### config.mk
export PLATFORM = sky130hd
export DESIGN_NAME = mult_res_collect
export DESIGN_NICKNAME = d
export VERILOG_FILES = /design/src/rtl/mult_res_collect.sv
export SDC_FILE = /design/constraint.sdc
export NUM_CORES = 2
export LEC_CHECK = 0
export CAP_MARGIN = 30
export CORE_UTILIZATION = 60
export CTS_BUF_LIST = sky130_fd_sc_hd__clkbuf_4
export DETAILED_ROUTE_END_ITERATION = 10
export PLACE_DENSITY = 0.79
export SYNTH_ARGS = -nofsm -noshare
export SYNTH_HDL_FRONTEND = slang
export SYNTH_SLANG_ARGS = --single-unit
### constraint.sdc
create_clock -name ck -period 18.6 [get_ports ck]
set_clock_uncertainty 0.1 [all_clocks]
set_input_delay 2.79 -clock ck [delete_from_list [all_inputs] [get_ports ck]]
set_output_delay 2.79 -clock ck [all_outputs]
set_load 0.01 [all_outputs]
### src/rtl/mult_res_collect.sv
// Collects unstallable multiplier results in a FIFO and returns them over valid/ready; one cycle
// FIFO latency plus output register. Issue-side credits give every result a guaranteed slot.
module mult_res_collect #(
   parameter int DEPTH = 32,
   parameter int CW    = 6
) (
   input  logic        ck,
   input  logic        rst_n,
   input  logic        i_issue,
   output logic        o_issue_rdy,
   input  logic [63:0] i_res,
   input  logic [8:0]  i_htId,
   input  logic        i_vld,
   output logic [63:0] o_res,
   output logic [8:0]  o_htId,
   output logic        o_vld,
   input  logic        i_rdy,
   output logic        o_idle,
   output logic [1:0]  o_err,
   output logic [31:0] o_done_cnt
);
   localparam int AW = $clog2(DEPTH);
   localparam logic [CW-1:0] CAP = CW'(DEPTH + 1);

   typedef struct packed {
      logic [63:0] res;
      logic [8:0]  ht_id;
   } entry_t;

   entry_t        mem_q [DEPTH];
   logic [AW:0]   wr_ptr_q, wr_ptr_d;
   logic [AW:0]   rd_ptr_q, rd_ptr_d;
   entry_t        out_q, out_d;
   logic          vld_q, vld_d;
   logic [CW-1:0] cred_q, cred_d;
   logic [1:0]    err_q, err_d;
   logic [31:0]   done_q, done_d;
   logic          fifo_empty, fifo_full, pop, push, hs, issue_acc, cred_dec;

   always_comb begin
      fifo_empty = (wr_ptr_q == rd_ptr_q);
      fifo_full  = (wr_ptr_q[AW] != rd_ptr_q[AW]) &&
                   (wr_ptr_q[AW-1:0] == rd_ptr_q[AW-1:0]);
      hs         = vld_q & i_rdy;
      pop        = !fifo_empty && (!vld_q || i_rdy);
      // A pop on the same edge frees the slot, so a push into a full FIFO is still kept.
      push       = i_vld && (!fifo_full || pop);
      issue_acc  = i_issue && (cred_q < CAP);
      cred_dec   = hs && (cred_q != '0);

      wr_ptr_d = wr_ptr_q + {{AW{1'b0}}, push};
      rd_ptr_d = rd_ptr_q + {{AW{1'b0}}, pop};

      out_d = out_q;
      vld_d = vld_q;
      if (pop) begin
         out_d = mem_q[rd_ptr_q[AW-1:0]];
         vld_d = 1'b1;
      end else if (hs) begin
         vld_d = 1'b0;
      end

      cred_d = cred_q;
      if (issue_acc && !cred_dec) begin
         cred_d = cred_q + 1'b1;
      end else if (!issue_acc && cred_dec) begin
         cred_d = cred_q - 1'b1;
      end

      err_d  = err_q | {i_issue & ~issue_acc, i_vld & ~push};
      done_d = done_q + {31'd0, hs};
   end

   always_ff @(posedge ck) begin
      if (push) begin
         mem_q[wr_ptr_q[AW-1:0]] <= '{res: i_res, ht_id: i_htId};
      end
   end

   always_ff @(posedge ck or negedge rst_n) begin
      if (!rst_n) begin
         wr_ptr_q <= '0;
         rd_ptr_q <= '0;
         out_q    <= '0;
         vld_q    <= 1'b0;
         cred_q   <= '0;
         err_q    <= '0;
         done_q   <= '0;
      end else begin
         wr_ptr_q <= wr_ptr_d;
         rd_ptr_q <= rd_ptr_d;
         out_q    <= out_d;
         vld_q    <= vld_d;
         cred_q   <= cred_d;
         err_q    <= err_d;
         done_q   <= done_d;
      end
   end

   assign o_res       = out_q.res;
   assign o_htId      = out_q.ht_id;
   assign o_vld       = vld_q;
   assign o_issue_rdy = (cred_q < CAP);
   assign o_idle      = (cred_q == '0);
   assign o_err       = err_q;
   assign o_done_cnt  = done_q;

endmodule

* Word level (Yosys, flattened, before mapping)
Memory sizes are Yosys's and may differ from the RTL's. A register that Yosys moved wholly into a read port is not among the register bits.
Index checks and enable logic that the tools add are counted.
** Storage, ports and cells
- Flip-flop bits (word level) :: 53
- Bits in latches :: 0
- RAM bits :: 2336
- ROM bits :: 0
- Output and inout bits :: 110
- Word-level logic and storage cells :: 47
- Memories :: 1
** Memories
- mem_q :: words 32, bits a word 73, rd ports 1, clocked after memory_dff 1, wr ports 1, RTL line 30 : entry_t mem_q [DEPTH];
** Operators by class
- Add/sub/neg operators :: 5
- $mul :: 0
- Divide/modulo/power cells :: 0
- Magnitude comparators :: 1
- Equality and inequality tests :: 3
- Shift operators :: 0
- Multiplexer cells :: 6
- Bitwise operators :: 6
- Reductions and logical operators :: 19
** Operators by type and width (number)
- $add 32x1->32 :: 1
- $add 6x1->6 :: 2
- $mux 6 :: 2
- $logic_and 1x1->1 :: 7
- $add 6x1->6 const B :: 1
- $eq 6x6->1 :: 1
- $logic_not 1->1 :: 6
- $logic_not 6->1 :: 1
- $lt 6x6->1 const B :: 1
- $reduce_bool 6->1 :: 1
- $sub 6x1->6 const B :: 1
- $eq 5x5->1 :: 1
- $mux 1 :: 4
- $reduce_bool 2->1 :: 2
- $and 1x1->1 :: 3
- $logic_or 1x1->1 :: 2
- $not 1->1 :: 2
- $or 2x2->2 :: 1
- $ne 1x1->1 :: 1

* Logic depth before layout (Yosys ltp)
- Word-level depth :: 8
- Depth in mapped cells :: 12
- Gate-level depth less buffers :: 12

* Worst setup path before layout
No wires, ideal clock.
- Path type :: input -> register
- From :: in i_rdy
- To :: mem mem_q[9][0] in the netlist's numbering (enable)
- Setup time :: 0.593 ns
- Arrival :: 8.550 ns
- Required time :: 17.907 ns
- Slack :: 9.356 ns
- Stages on the path :: 5
- Buffers on the path :: 0
- Path through :: nand2b_1 > nor2_1 > a311oi_1 > nand3b_1 > nor3_1
** Between the ends
- Word-level cells in the longest chain between the ends :: 6
** Ends and longest elaborated chain
- start: declaration :: RTL line 17 : input logic i_rdy,
- $logic_or 1x1->1 :: RTL line 45 : pop = !fifo_empty && (!vld_q || i_rdy);
- $logic_and 1x1->1 :: RTL line 45
- $logic_or 1x1->1 :: RTL line 47 : push = i_vld && (!fifo_full || pop);
- $logic_and 1x1->1 :: RTL line 47
- $mux 1 :: RTL line 75 : if (push) begin
- $mux 1 (implied by the code) :: RTL line 76 : mem_q[wr_ptr_q[AW-1:0]] <= '{res: i_res, ht_id: i_htId};
- end: declaration :: RTL line 30
No other way between the ends.

* Worst setup path in the final report
- From :: in i_rdy
- To :: mem mem_q[5][47] in the netlist's numbering (enable)
The elaborated chain is that of the path after synthesis.

==> metrics.csv <==
metric;value;unit
final-seq-area;73300;µm²
hold_violations;0;
dr.pass1.iters;7;
ant_nets;0;
area_growth;15.0;%
port_buffers;187;
rsz0062_at_grt;no;
die-area;157000;µm²
crit_chain;clkdlybuf4s50_1, nand2b_1, nor2_1, a311oi_1, nand2_1, nor2_4, buf_4, buf_4;
status;finished, final reports clean;
clock-sinks;2462;
cts_buffers;611;
start_util;60.4;%
worstPathMaxFanout;37;
grt-busiest-layer;met2;
drc;0;
grt_pass1_wl;327000;µm
grt_use_total;28.9;%
synth_top_cell_by_area;edfxtp_1;
clock.fmax;156;MHz
wirelength;226000;µm
end_kind;register;
slowest_delay;0.97;ns
die_h;396;µm
vias_per_cell;6.55;
fin_nets;5082;
slew_headroom;20.9;%
io_pins;188;
cellLeakagePower;0.0354;µW
rows;144;
worstMarginPinSlew;1.18;ns
drive_gt1_share;30.9;%
layout_min_cycle_time;6.42;ns
crit_top_cell;buf_4;
synth_area_per_cell;21.9;µm²
startpoint_type;input pin;
use_met2;45.2;%
core;154000;µm²
syn_nets;4343;
synth_area;93100;µm²
fin_setup_tns;0;ns
layout_setup_ws;12.18;ns
crit_family;buffers and inverters;
synth_top_area_share;75.3;%
use_met1;40.1;%
ctsResizeCount;0;
crit_type;input pin to register;
multi_input_area;18900;µm²
critPathBufInv;3;
grt_max_degree;120;
hp-class;register to register;
synth_edf_count;2336;
antenna_found_initial;12;
finalCritPeriodShare;34.5;%
holdBufCountCts;0;
num_vias;49000;
grt_pass1_vias;50200;
ys_async_sr_fraction;5.12;%
clock_path_buffers;4;
yosys_warnings;0;
final_util;69.5;%
place_area;98500;µm²
synthCells;4253;
power.density;146;nW/µm²
crit_path_top_delay_cell;a311oi_1;
ys_top_cells_by_area;edfxtp_1 75%, mux4_2 12%, dfrtp_1 3.4%, mux2i_1 2.1%, a22oi_1 1.1%;
worstSkewPairLatency;1.33;ns
setup_viol;0;
ys_seq_elements;2462;
worstPathArrival;7.25;ns
design_area;107000;µm²
vdd_drop_max;0.137;mV
initialDrtViolationCount;6430;
cap_violations;0;
hold_ws;0.378;ns
crit_required;19.42;ns
grt_use_met3;7.09;%
drt-wirelength-per-cell;30.2;µm
grt.overflow.total;0;
htree_levels;6;
gp_congestion;0.807;
cts_setup_buffers;0;
synth-seq-area-share;78.7;%
root_buffer;clkbuf_4;
dp_hpwl;121000;µm
fill_cells;8923;
final_max_slew_viol_count;0;
synth-main-ff-cell;edfxtp_1;
cts_tree;done;
place_ws;11.16;ns
cts.clk_slew.worst_paths;0.06;ns
chipWidth;396;µm
synthDistinctLibCells;49;
==> metrics by stage <==
step / total power [µW] / cells
after floorplan: 9680 / 4253
after global placement: 11000 / 6336
after detailed placement: 11100 / 6386
after CTS: 15600 / 7440
after global routing: 16200 / 7480
final: 15600 / 7488
==> sequential cells by signal, summed over array words and instances (netlist names) <==
name,cells
cred_q,6
o_res,64
o_vld,1
wr_ptr_q,6
o_htId,9
o_err,2
o_done_cnt,32
mem_q,2336
rd_ptr_q,6
==> cell usage in the layout (no fill, tap or decap), drive strengths merged, types with 16 or more instances in the layout <==
cell,netlist,final
xnor2,31,31
nand2,61,61
mux4,494,494
a22oi,132,132
inv,9,24
nand2b,16,16
nand3,65,65
o221ai,44,44
edfxtp,2336,2336
xor2,18,18
clkbuf,108,922
o22ai,64,64
dfrtp,126,126
nor2,60,60
a211oi,35,35
clkdlybuf4s50,0,186
buf,132,170
mux2i,197,197
o21ai,30,30
a21oi,142,142
a22o,62,62
clkinv,0,114
==> logic make-up (layout without fill, tap and decap cells) <==
family | count (synthesis) | count (layout) | synth area share (%)
simple gates | 253 | 253 | 1.30
buf+inv | 249 | 1429 | 1.31
mux | 692 | 692 | 14.1
other cells | 0 | 11 | 0
flops | 2462 | 2462 | 78.7
fa+ha+maj | 12 | 12 | 0.169
xor+xnor | 49 | 49 | 0.461
compound gates | 536 | 536 | 3.95
==> synth_stat cells, types with 21 or more instances <==
library cell,n
a211oi_1,35
a21oi_1,142
a22o_1,62
a22oi_1,132
buf_2,78
buf_4,21
clkbuf_1,108
dfrtp_1,126
edfxtp_1,2336
mux2i_1,197
mux4_2,494
nand2_1,61
nand3_1,65
nor2_1,60
o21ai_0,30
o221ai_1,44
o22ai_1,64
xnor2_1,31
==> worst register-to-register path: stages (launching register included) <==
cell and delay (ns):
dfrtp_4 0.81, buf_12 0.68, buf_4 1.03, buf_4 0.80
buf_4 0.76, mux4_2 0.63, a211oi_1 0.31, a21oi_1 0.13
a22o_1 0.24
==> power by group <==
group	internal, µW	switching [µW]	leakage (µW)	total [µW]
sequential	6520	314	0.0226	6840
clock	2390	2080	0.00463	4470
combinational	1860	2430	0.00820	4290
==> worst paths after layout <==
| check | start | end | slack (ns) | cells past startpoint |
|---|---|---|---|---|
| worst max-delay path | i_rdy | mem_q[5][47] | 12.18 | 8 |
| worst min-delay path | o_err[1] | o_err[1] | 0.38 | 1 |
| worst max register to register | rd_ptr_q[0] | o_res[35] | 13.01 | 8 |
| worst min register to register | o_err[1] | o_err[1] | 0.38 | 1 |
| max in group asynchronous | rst_n | o_res[50] | 15.06 | 3 |
| min in group asynchronous | rst_n | o_res[12] | 1.27 | 1 |
==> layout make-up <==
cell class | count | share of cell area [%]
inverters | 9 | 0.0316
repair buffers | 366 | 4.26
clock inverters | 142 | 0.795
well taps | 2044 | 2.39
multi-input cells | 1542 | 17.6
flip-flops and latches | 2462 | 68.5
clock buffers | 912 | 6.40
diodes | 11 | 0.0257
==> per-layer routing <==
metal | up-vias | share of wire (%)
li1 | 19900 | -
met1 | 25000 | 36
met2 | 3548 | 48
met3 | 516 | 12
met4 | 12 | 3.3
met5 | - | 0.031
Power figures use the tool's default switching activity.
